`config.mk`:
```
export PLATFORM = sky130hd
export DESIGN_NAME = alu_rr_sched
export DESIGN_NICKNAME = d
export VERILOG_FILES = /design/src/rtl/param_alu.sv /design/src/rtl/alu_rr_sched.sv
export SDC_FILE = /design/constraint.sdc
export NUM_CORES = 1
export LEC_CHECK = 0
export BUFFER_PORTS_ARGS = -buffer_cell sky130_fd_sc_hd__buf_2
export CAP_MARGIN = 10
export CORE_AREA = 2 2 95 97
export CTS_BUF_LIST = sky130_fd_sc_hd__clkbuf_8
export CTS_CLUSTER_SIZE = 20
export DETAILED_ROUTE_END_ITERATION = 12
export DIE_AREA = 0 0 97 99
export GPL_TIMING_DRIVEN = 0
export PLACE_DENSITY = 0.77
export SYNTH_ARGS = -nofsm -noshare
export SYNTH_HDL_FRONTEND = slang
export SYNTH_SLANG_ARGS = --single-unit
```
`constraint.sdc`:
```
create_clock -name clk -period 3.8 [get_ports clk]
set_input_delay 0.38 -clock clk [delete_from_list [all_inputs] [get_ports clk]]
set_output_delay 0.38 -clock clk [all_outputs]
set_load 0.01 [all_outputs]
```
`src/rtl/param_alu.sv`:
```
// Combinational ALU: ADD/SUB/AND/OR/XOR/SHL/SHR with {Z,N,C,V} flags.
// Opcode 111 is unsupported and yields zero.
module param_alu #(
  parameter int unsigned W = 8
) (
  input  logic [W-1:0] a_i,
  input  logic [W-1:0] b_i,
  input  logic [2:0]   op_i,
  output logic [W-1:0] y_o,
  output logic [3:0]   flags_o
);

  localparam int unsigned ShW = $clog2(W);

  logic [W:0]   sum;
  logic [W-1:0] y;
  logic         c;
  logic         v;

  // Operation decode; C and V are only meaningful for ADD/SUB and stay 0 otherwise
  always_comb begin
    sum = '0;
    y   = '0;
    c   = 1'b0;
    v   = 1'b0;
    case (op_i)
      3'b000: begin
        sum = {1'b0, a_i} + {1'b0, b_i};
        y   = sum[W-1:0];
        c   = sum[W];
        v   = (a_i[W-1] == b_i[W-1]) && (y[W-1] != a_i[W-1]);
      end
      3'b001: begin
        sum = {1'b0, a_i} - {1'b0, b_i};
        y   = sum[W-1:0];
        c   = ~sum[W];  // no-borrow
        v   = (a_i[W-1] != b_i[W-1]) && (y[W-1] != a_i[W-1]);
      end
      3'b010:  y = a_i & b_i;
      3'b011:  y = a_i | b_i;
      3'b100:  y = a_i ^ b_i;
      3'b101:  y = a_i << b_i[ShW-1:0];
      3'b110:  y = a_i >> b_i[ShW-1:0];
      default: y = '0;
    endcase
  end

  assign y_o     = y;
  assign flags_o = {(y == '0), y[W-1], c, v};

endmodule

```
`src/rtl/alu_rr_sched.sv`:
```
// Round-robin scheduler sharing one param_alu between NREQ requesters,
// with a one-entry tagged response register and an accept counter.
module alu_rr_sched #(
  parameter int unsigned W    = 8,
  parameter int unsigned NREQ = 4,
  localparam int unsigned IDW = $clog2(NREQ)
) (
  input  logic              clk,
  input  logic              rst_n,
  input  logic [NREQ-1:0]   req_valid,
  output logic [NREQ-1:0]   req_ready,
  input  logic [NREQ*W-1:0] req_a,
  input  logic [NREQ*W-1:0] req_b,
  input  logic [NREQ*3-1:0] req_op,
  output logic              rsp_valid,
  input  logic              rsp_ready,
  output logic [IDW-1:0]    rsp_id,
  output logic [W-1:0]      rsp_y,
  output logic [3:0]        rsp_flags,
  output logic              rsp_err,
  output logic [15:0]       accept_cnt
);

  logic            rsp_valid_q, rsp_valid_d;
  logic [IDW-1:0]  rsp_id_q, rsp_id_d;
  logic [W-1:0]    rsp_y_q, rsp_y_d;
  logic [3:0]      rsp_flags_q, rsp_flags_d;
  logic            rsp_err_q, rsp_err_d;
  logic [IDW-1:0]  ptr_q, ptr_d;
  logic [15:0]     cnt_q, cnt_d;

  logic            free;
  logic            accept;
  logic            found;
  logic [IDW-1:0]  cand;
  logic [IDW-1:0]  gidx;
  logic [NREQ-1:0] grant;
  logic [W-1:0]    sel_a, sel_b, alu_y;
  logic [2:0]      sel_op;
  logic [3:0]      alu_flags;

  // Search ptr+1 .. ptr (mod NREQ); first valid requester wins
  always_comb begin
    grant = '0;
    gidx  = '0;
    found = 1'b0;
    cand  = '0;
    for (int k = 1; k <= int'(NREQ); k++) begin
      cand = IDW'((int'(ptr_q) + k) % int'(NREQ));
      if (!found && req_valid[cand]) begin
        found = 1'b1;
        gidx  = cand;
      end
    end
    grant[gidx] = found;
  end

  assign free      = ~rsp_valid_q | rsp_ready;
  // Gate with rst_n so no handshake can complete while reset is held
  assign req_ready = (rst_n && free) ? grant : '0;
  assign accept    = |req_ready;

  // Steer the winner's operands to the shared ALU
  always_comb begin
    sel_a  = '0;
    sel_b  = '0;
    sel_op = '0;
    for (int i = 0; i < int'(NREQ); i++) begin
      if (grant[i]) begin
        sel_a  = req_a[i*W +: W];
        sel_b  = req_b[i*W +: W];
        sel_op = req_op[i*3 +: 3];
      end
    end
  end

  param_alu #(
    .W (W)
  ) u_alu (
    .a_i     (sel_a),
    .b_i     (sel_b),
    .op_i    (sel_op),
    .y_o     (alu_y),
    .flags_o (alu_flags)
  );

  // Response register load/drain, priority pointer and counter next state
  always_comb begin
    rsp_valid_d = rsp_valid_q & ~rsp_ready;
    rsp_id_d    = rsp_id_q;
    rsp_y_d     = rsp_y_q;
    rsp_flags_d = rsp_flags_q;
    rsp_err_d   = rsp_err_q;
    ptr_d       = ptr_q;
    cnt_d       = cnt_q;
    if (accept) begin
      rsp_valid_d = 1'b1;
      rsp_id_d    = gidx;
      rsp_y_d     = alu_y;
      rsp_flags_d = alu_flags;
      rsp_err_d   = (sel_op == 3'b111);
      ptr_d       = gidx;
      cnt_d       = cnt_q + 16'd1;
    end
  end

  // State registers; ptr resets to NREQ-1 so requester 0 is searched first
  always_ff @(posedge clk or negedge rst_n) begin
    if (!rst_n) begin
      rsp_valid_q <= 1'b0;
      rsp_id_q    <= '0;
      rsp_y_q     <= '0;
      rsp_flags_q <= '0;
      rsp_err_q   <= 1'b0;
      ptr_q       <= IDW'(NREQ - 1);
      cnt_q       <= '0;
    end else begin
      rsp_valid_q <= rsp_valid_d;
      rsp_id_q    <= rsp_id_d;
      rsp_y_q     <= rsp_y_d;
      rsp_flags_q <= rsp_flags_d;
      rsp_err_q   <= rsp_err_d;
      ptr_q       <= ptr_d;
      cnt_q       <= cnt_d;
    end
  end

  assign rsp_valid  = rsp_valid_q;
  assign rsp_id     = rsp_id_q;
  assign rsp_y      = rsp_y_q;
  assign rsp_flags  = rsp_flags_q;
  assign rsp_err    = rsp_err_q;
  assign accept_cnt = cnt_q;

endmodule

```
Yosys cells after proc, flatten, opt, wreduce, memory -nomap -nowiden. Index checks and enable logic that the tools add are counted.

$add $sub $neg: 7. Order comparisons: 6. Equality and inequality tests: 11. Shift operators: 2. Muxes and demuxes: 35. Bitwise logic cells: 9. Reduce and logical (&&, ||, !) cells: 13.

Operator list (number): $mux 8 (8); $pmux 8 s7 (1); $add 16x1->16 const B (1); $lt 2x3->1 const B (5); $eq 3x3->1 const B (4); $mux 3 (4); $mux 1 (10); $add 8x8->9 (1); $sub 8x8->9 (1); $and 8x8->8 (1); $bmux 1 s2 (4); $logic_not 8->1 (1); $mux 2 (4); $or 8x8->8 (1); $shl 8x3->8 (1); $shr 8x3->8 (1); $xor 8x8->8 (1); $logic_and 1x1->1 (7); $eq 3x2->1 const B (2); $add 2x1->2 const B (2); $add 2x2->2 const B (2); $and 4x4->4 (1); $mux 4 (1); $pmux 1 s2 (2); 11 further kinds (17).

Flip-flop bits (word level): 34. Input bits: 83. Output and inout bits: 36. Word-level logic and storage cells: 90.

Logic depth before layout (Yosys ltp).
Depth after elaboration: 26. Mapped depth: 22. Depth with buffers taken out: 18.

By module. From an unflattened synthesis, not the netlist that was laid out.

Cell total of the unflattened synthesis: 472. Area, all modules: 3818.7 um^2.

Modules (own cells, without submodules): alu_rr_sched (instances 1, cells an instance 230, area an instance 2080.7 um^2); param_alu (instances 1, cells an instance 242, area an instance 1737.9 um^2).

Worst setup path before layout. No wires, ideal clock.

Path type: register to register. Start point: register ptr_q[1]. End point: register rsp_flags_q[3] (netlist: rsp_flags[3]). Setup time: 0.122 ns. Arrival: 3.905 ns. Required time: 3.678 ns. Setup slack: -0.227 ns. Stages on the path, launching flop included: 18. Path buffers: 2. Clock period less this slack: 4.027 ns. Cell sequence: dfstp_2 -> buf_4 -> mux2i_1 -> a221oi_2 -> buf_4 -> a221oi_1 -> o21ai_1 -> ha_1 -> nor2b_1 -> o21ai_0 -> a221oi_1 -> o41ai_1 -> nand3_1 -> a31oi_1 -> o32ai_1 -> a21oi_1 -> nor3_1 -> a32o_1.

Word-level cells in the longest chain between the ends: 25. Elaborated cells between the ends (all ways): 62.

RTL lines: start: declaration (line alu_rr_sched.sv:29) `logic [IDW-1:0] ptr_q, ptr_d;`; start signal: assignment (line alu_rr_sched.sv:115) `ptr_q <= IDW'(NREQ - 1);`; start signal: assignment (line alu_rr_sched.sv:123) `ptr_q <= ptr_d;`; $add 2x1->2 (line alu_rr_sched.sv:49) `cand = IDW'((int'(ptr_q) + k) % int'(NREQ));`; $bmux 1 s2 (line alu_rr_sched.sv:50) `if (!found && req_valid[cand]) begin`; $mux 1 (not written as such) (line alu_rr_sched.sv:50); $mux 1 (line alu_rr_sched.sv:50); $logic_not 1->1 (line alu_rr_sched.sv:50); $logic_and 1x1->1 (line alu_rr_sched.sv:50); $mux 1 (line alu_rr_sched.sv:50); $logic_not 1->1 (line alu_rr_sched.sv:50); (+6 left out); $logic_and 1x1->1 (not written as such) (line alu_rr_sched.sv:55) `grant[gidx] = found;`; $mux 1 (not written as such) (line alu_rr_sched.sv:55); $demux 1 s2 (line alu_rr_sched.sv:55); $and 4x4->4 (no source line) (*); $mux 8 / $mux 3 (equally long branches) (4 in series) (line alu_rr_sched.sv:69) `if (grant[i]) begin`; $sub 8x8->9 (tied with other cells) (line param_alu.sv:34) `sum = {1'b0, a_i} - {1'b0, b_i};`; $pmux 8 s7 (line param_alu.sv:26) `case (op_i)`; $logic_not 8->1 (line param_alu.sv:49) `assign flags_o = {(y == '0), y[W-1], c, v};`; end signal: assignment (line alu_rr_sched.sv:121) `rsp_flags_q <= rsp_flags_d;`; end: declaration (line alu_rr_sched.sv:27) `logic [3:0] rsp_flags_q, rsp_flags_d;`.

Every way passes the cells marked *; elsewhere a longest branch is shown, timed or not. The select of a mux whose other input is x is not followed. A chain may end at the register's enable or synchronous reset.

Worst setup path in the final report. Same ends and word-level chain as after synthesis.

==> run metrics <==
# rows=34; final hold vios=0; RSZ-0062 raised after global routing=true; CTS sink cnt=33; Post-DP Area=0.00484 sq mm; Hold Path Class=input port to async pin; clock buffer count from CTS=5; Compound-Gate Fraction of Synth Area=32.3%; CTS Buffer Depth=2; Lkg Pwr=2.70 nW; peak supply drop=0.000328 V; 1st-iter DRT viols=413; Area growth syn-to-layout=43.8%; post-synthesis mux area share=2.03%; DP Wirelength=10600 microns; initial antenna violation count=0; Max Cap Violations=0; Worst-path clk slew=60 ps; Die H=99 microns; Sw Pwr=1.94 mW; Synth Area in Adders=8.96%; worst-path maximum fanout=7; starting density of the core=47.7%; register area share after synthesis=20.3%; gpl congestion=0.980; Finished Cell Area=0.00586 sq mm; Final Skew=2.72 ps; per-cell routed wire length=18.3 microns; largest family of logic cells by synthesized area=compound AO/OA/AOI/OAI gates; crit path kind=flop to flop; die area=0.00960 sq mm; commonest non-fill, non-tap cell in the layout=buf_2; Worst-Skew Late Latency=280 ps; diode count=0; Async S/R FF share, synth=100%; clk root buf=clkbuf_8; most frequent cells in the layout=120 x buf_2, 71 x nand2_1, 58 x buf_4, 42 x nor2_1, 31 x dfrtp_1; Port-buffer cells=115; part of the power in the clock network=6.6%; die width=97 microns; worst-margin pin slew=845 ps; vias in the first global route=4694; gr ovfl total=0; worst rel slew slack=42.2%; Initial DRT Pass Iterations=5; combinational share of power=80.1%; CP Launch Type=flop; via count=5006; first-pass GRT wire length=23000 microns; Core Footprint=0.00855 sq mm; endpoints failing setup=9; fin crit share=113%; count of cell types in the netlist=68; GRT Util Overall=28.8%; htree depth=2; Req. time, crit path=4020 ps; residual DRC count=0; Worst Setup End Kind=flop; status=finished, violations left; Sw Ratio=48.5%; Max Slew Vio Count=0; failing checks=negative setup slack; Pwr Density=682 mW/mm^2; Final nets=812; largest net degree at the start of global routing=36; fmax=233 MHz; hold_buf cts=0; post-synthesis xor/xnor area fraction=5.16%; ys flop type=dfrtp_1; part of the power in registers=13.4%; simple-gate share of the synthesized area=21.7%; Util after Layout=68.6%; CTS tree=done; net count after synthesis=638; Mapped Avg Cell Area=7.74 sq um; Int Power=2.06 mW; Post-DRT Antenna Nets=0; FF+latch count, synth=33; Synth Cell Area=0.00408 sq mm; share of layout cells above drive strength 1=42.5%; post-layout min period=4290 ps; Post-synth EDFFs=0; WL final=14800 microns; synth warn=0; Post-Synthesis Cells=527; CP arrival=4500 ps; final worst slack=-488 ps; I/O pin count=119; DR vias/cell=6.18
==> flip-flops by register name, indices dropped and copies added (netlist names) <==
register    flops
accept_cnt     16
rsp_id          2
rsp_flags       4
ptr_q           2
rsp_err         1
rsp_valid       1
rsp_y           7
==> metal layers <==
layer,GRT usage [%],wire length [microns]
met1,34.8,5990
met2,49.3,7000
met3,4.96,1130
met4,14.8,728
met5,0,0
==> worst paths after layout <==
check / depth (start not counted) / start / endpoint / slack (ps)
worst max-delay path: 21 / ptr_q[1]$_DFFE_PN1P_ / rsp_flags[3]$_DFFE_PN0P_ / -490
worst min-delay path: 1 / rst_n / accept_cnt[2]$_DFFE_PN0P_ / 160
worst max register to register: 21 / ptr_q[1]$_DFFE_PN1P_ / rsp_flags[3]$_DFFE_PN0P_ / -490
worst min register to register: 2 / rsp_y[0]$_DFFE_PN0P_ / rsp_y[0]$_DFFE_PN0P_ / 480
max in group asynchronous: 1 / rst_n / rsp_y[6]$_DFFE_PN0P_ / 3180
min in group clk: 3 / rsp_ready / rsp_valid$_DFF_PN0_ / 430
==> cells by family after synthesis <==
| family | count (synthesis) |
|---|---|
| simple gates | 189 |
| mux | 7 |
| flops | 33 |
| fa+ha+maj | 28 |
| xor+xnor | 24 |
| buf+inv | 73 |
| compound gates | 173 |
==> final cells by class <==
cell class	count	area, sq um
Buffer	35	303
Clock buffer	6	82.6
Clock inverter	2	7.51
Fill cell	684	2690
Inverter	36	143
Multi-Input combinational cell	421	3340
Sequential cell	33	828
Tap cell	108	135
Timing Repair Buffer	169	1030
==> synth_stat cells (4+ instances only) <==
master / n / area share [%]
mux2i_1: 6 / 1.5
nor3_1: 16 / 2.0
a211oi_1: 12 / 2.2
nor2_1: 43 / 4.0
a21o_1: 8 / 1.5
o32ai_1: 10 / 2.1
buf_4: 15 / 2.8
clkbuf_1: 7 / 0.64
o31ai_1: 4 / 0.74
nand3_1: 13 / 1.6
a221oi_1: 9 / 1.9
a21oi_1: 19 / 2.3
nand2b_1: 4 / 0.61
and2_1: 4 / 0.61
a22oi_1: 8 / 1.5
nand4_1: 6 / 0.92
buf_6: 5 / 1.4
a32o_1: 4 / 0.98
a221o_1: 7 / 1.7
o21ai_1: 7 / 0.86
inv_1: 32 / 2.9
a31oi_1: 7 / 1.1
dfrtp_1: 31 / 19
nand3b_1: 10 / 1.8
buf_2: 9 / 1.1
nand2_1: 74 / 6.8
a2111oi_0: 5 / 1.1
o31a_1: 4 / 0.86
and3_1: 4 / 0.61
o21a_1: 8 / 1.5
ha_1: 26 / 8.0
inv_2: 4 / 0.37
o211ai_1: 12 / 2.2
xnor2_1: 21 / 4.5
o21ai_0: 23 / 2.8
nor2b_1: 4 / 0.61
==> what timing repair did <==
item,CTS,global route
buffers inserted,23,30
pin swaps,31,53
cloned,2,1
endpoints found under the setup margin,8,10
gates resized for setup,52,69
==> critical path, stage by stage (launching register included) <==
cell      delay, ps
dfstp_2         530
buf_6           140
mux2i_4         230
a221oi_2        100
buf_4           170
buf_6           120
buf_6           110
a221o_1         350
o221ai_4        150
ha_4            210
inv_2            40
fa_2            360
a21oi_2         170
o21ai_2          80
buf_4           140
xnor2_2         120
nand2_1          90
a32o_2          310
a22oi_2         230
nand3_2         130
nor4_2          270
a32o_1          190
==> power by group through the flow <==
stage / clock network (mW) / logic [mW] / registers, mW
floorplan: 0 / 1.60 / 0.569
global placement: 0 / 2.21 / 0.533
detailed placement: 0 / 2.25 / 0.539
CTS: 0.271 / 2.61 / 0.534
global route: 0.286 / 3.40 / 0.550
finish: 0.263 / 3.20 / 0.535
==> stage by stage <==
| step | hold WS, ps | worst slack [ps] | std cells | total power, mW | setup TNS [ps] |
|---|---|---|---|---|---|
| 4_1_cts | 174 | -439 | 783 | 3.42 | -1140 |
| 3_3_place_gp | 453 | -724 | 750 | 2.74 | -2630 |
| 6_report | 156 | -488 | 810 | 4.00 | -1790 |
| 5_1_grt | 229 | -563 | 810 | 4.23 | -2770 |
| 2_1_floorplan | 84.4 | 18.8 | 527 | 2.17 | 0 |
| 3_5_place_dp | 460 | -749 | 750 | 2.78 | -3080 |
No activity file was read; power rests on OpenSTA's default activity.
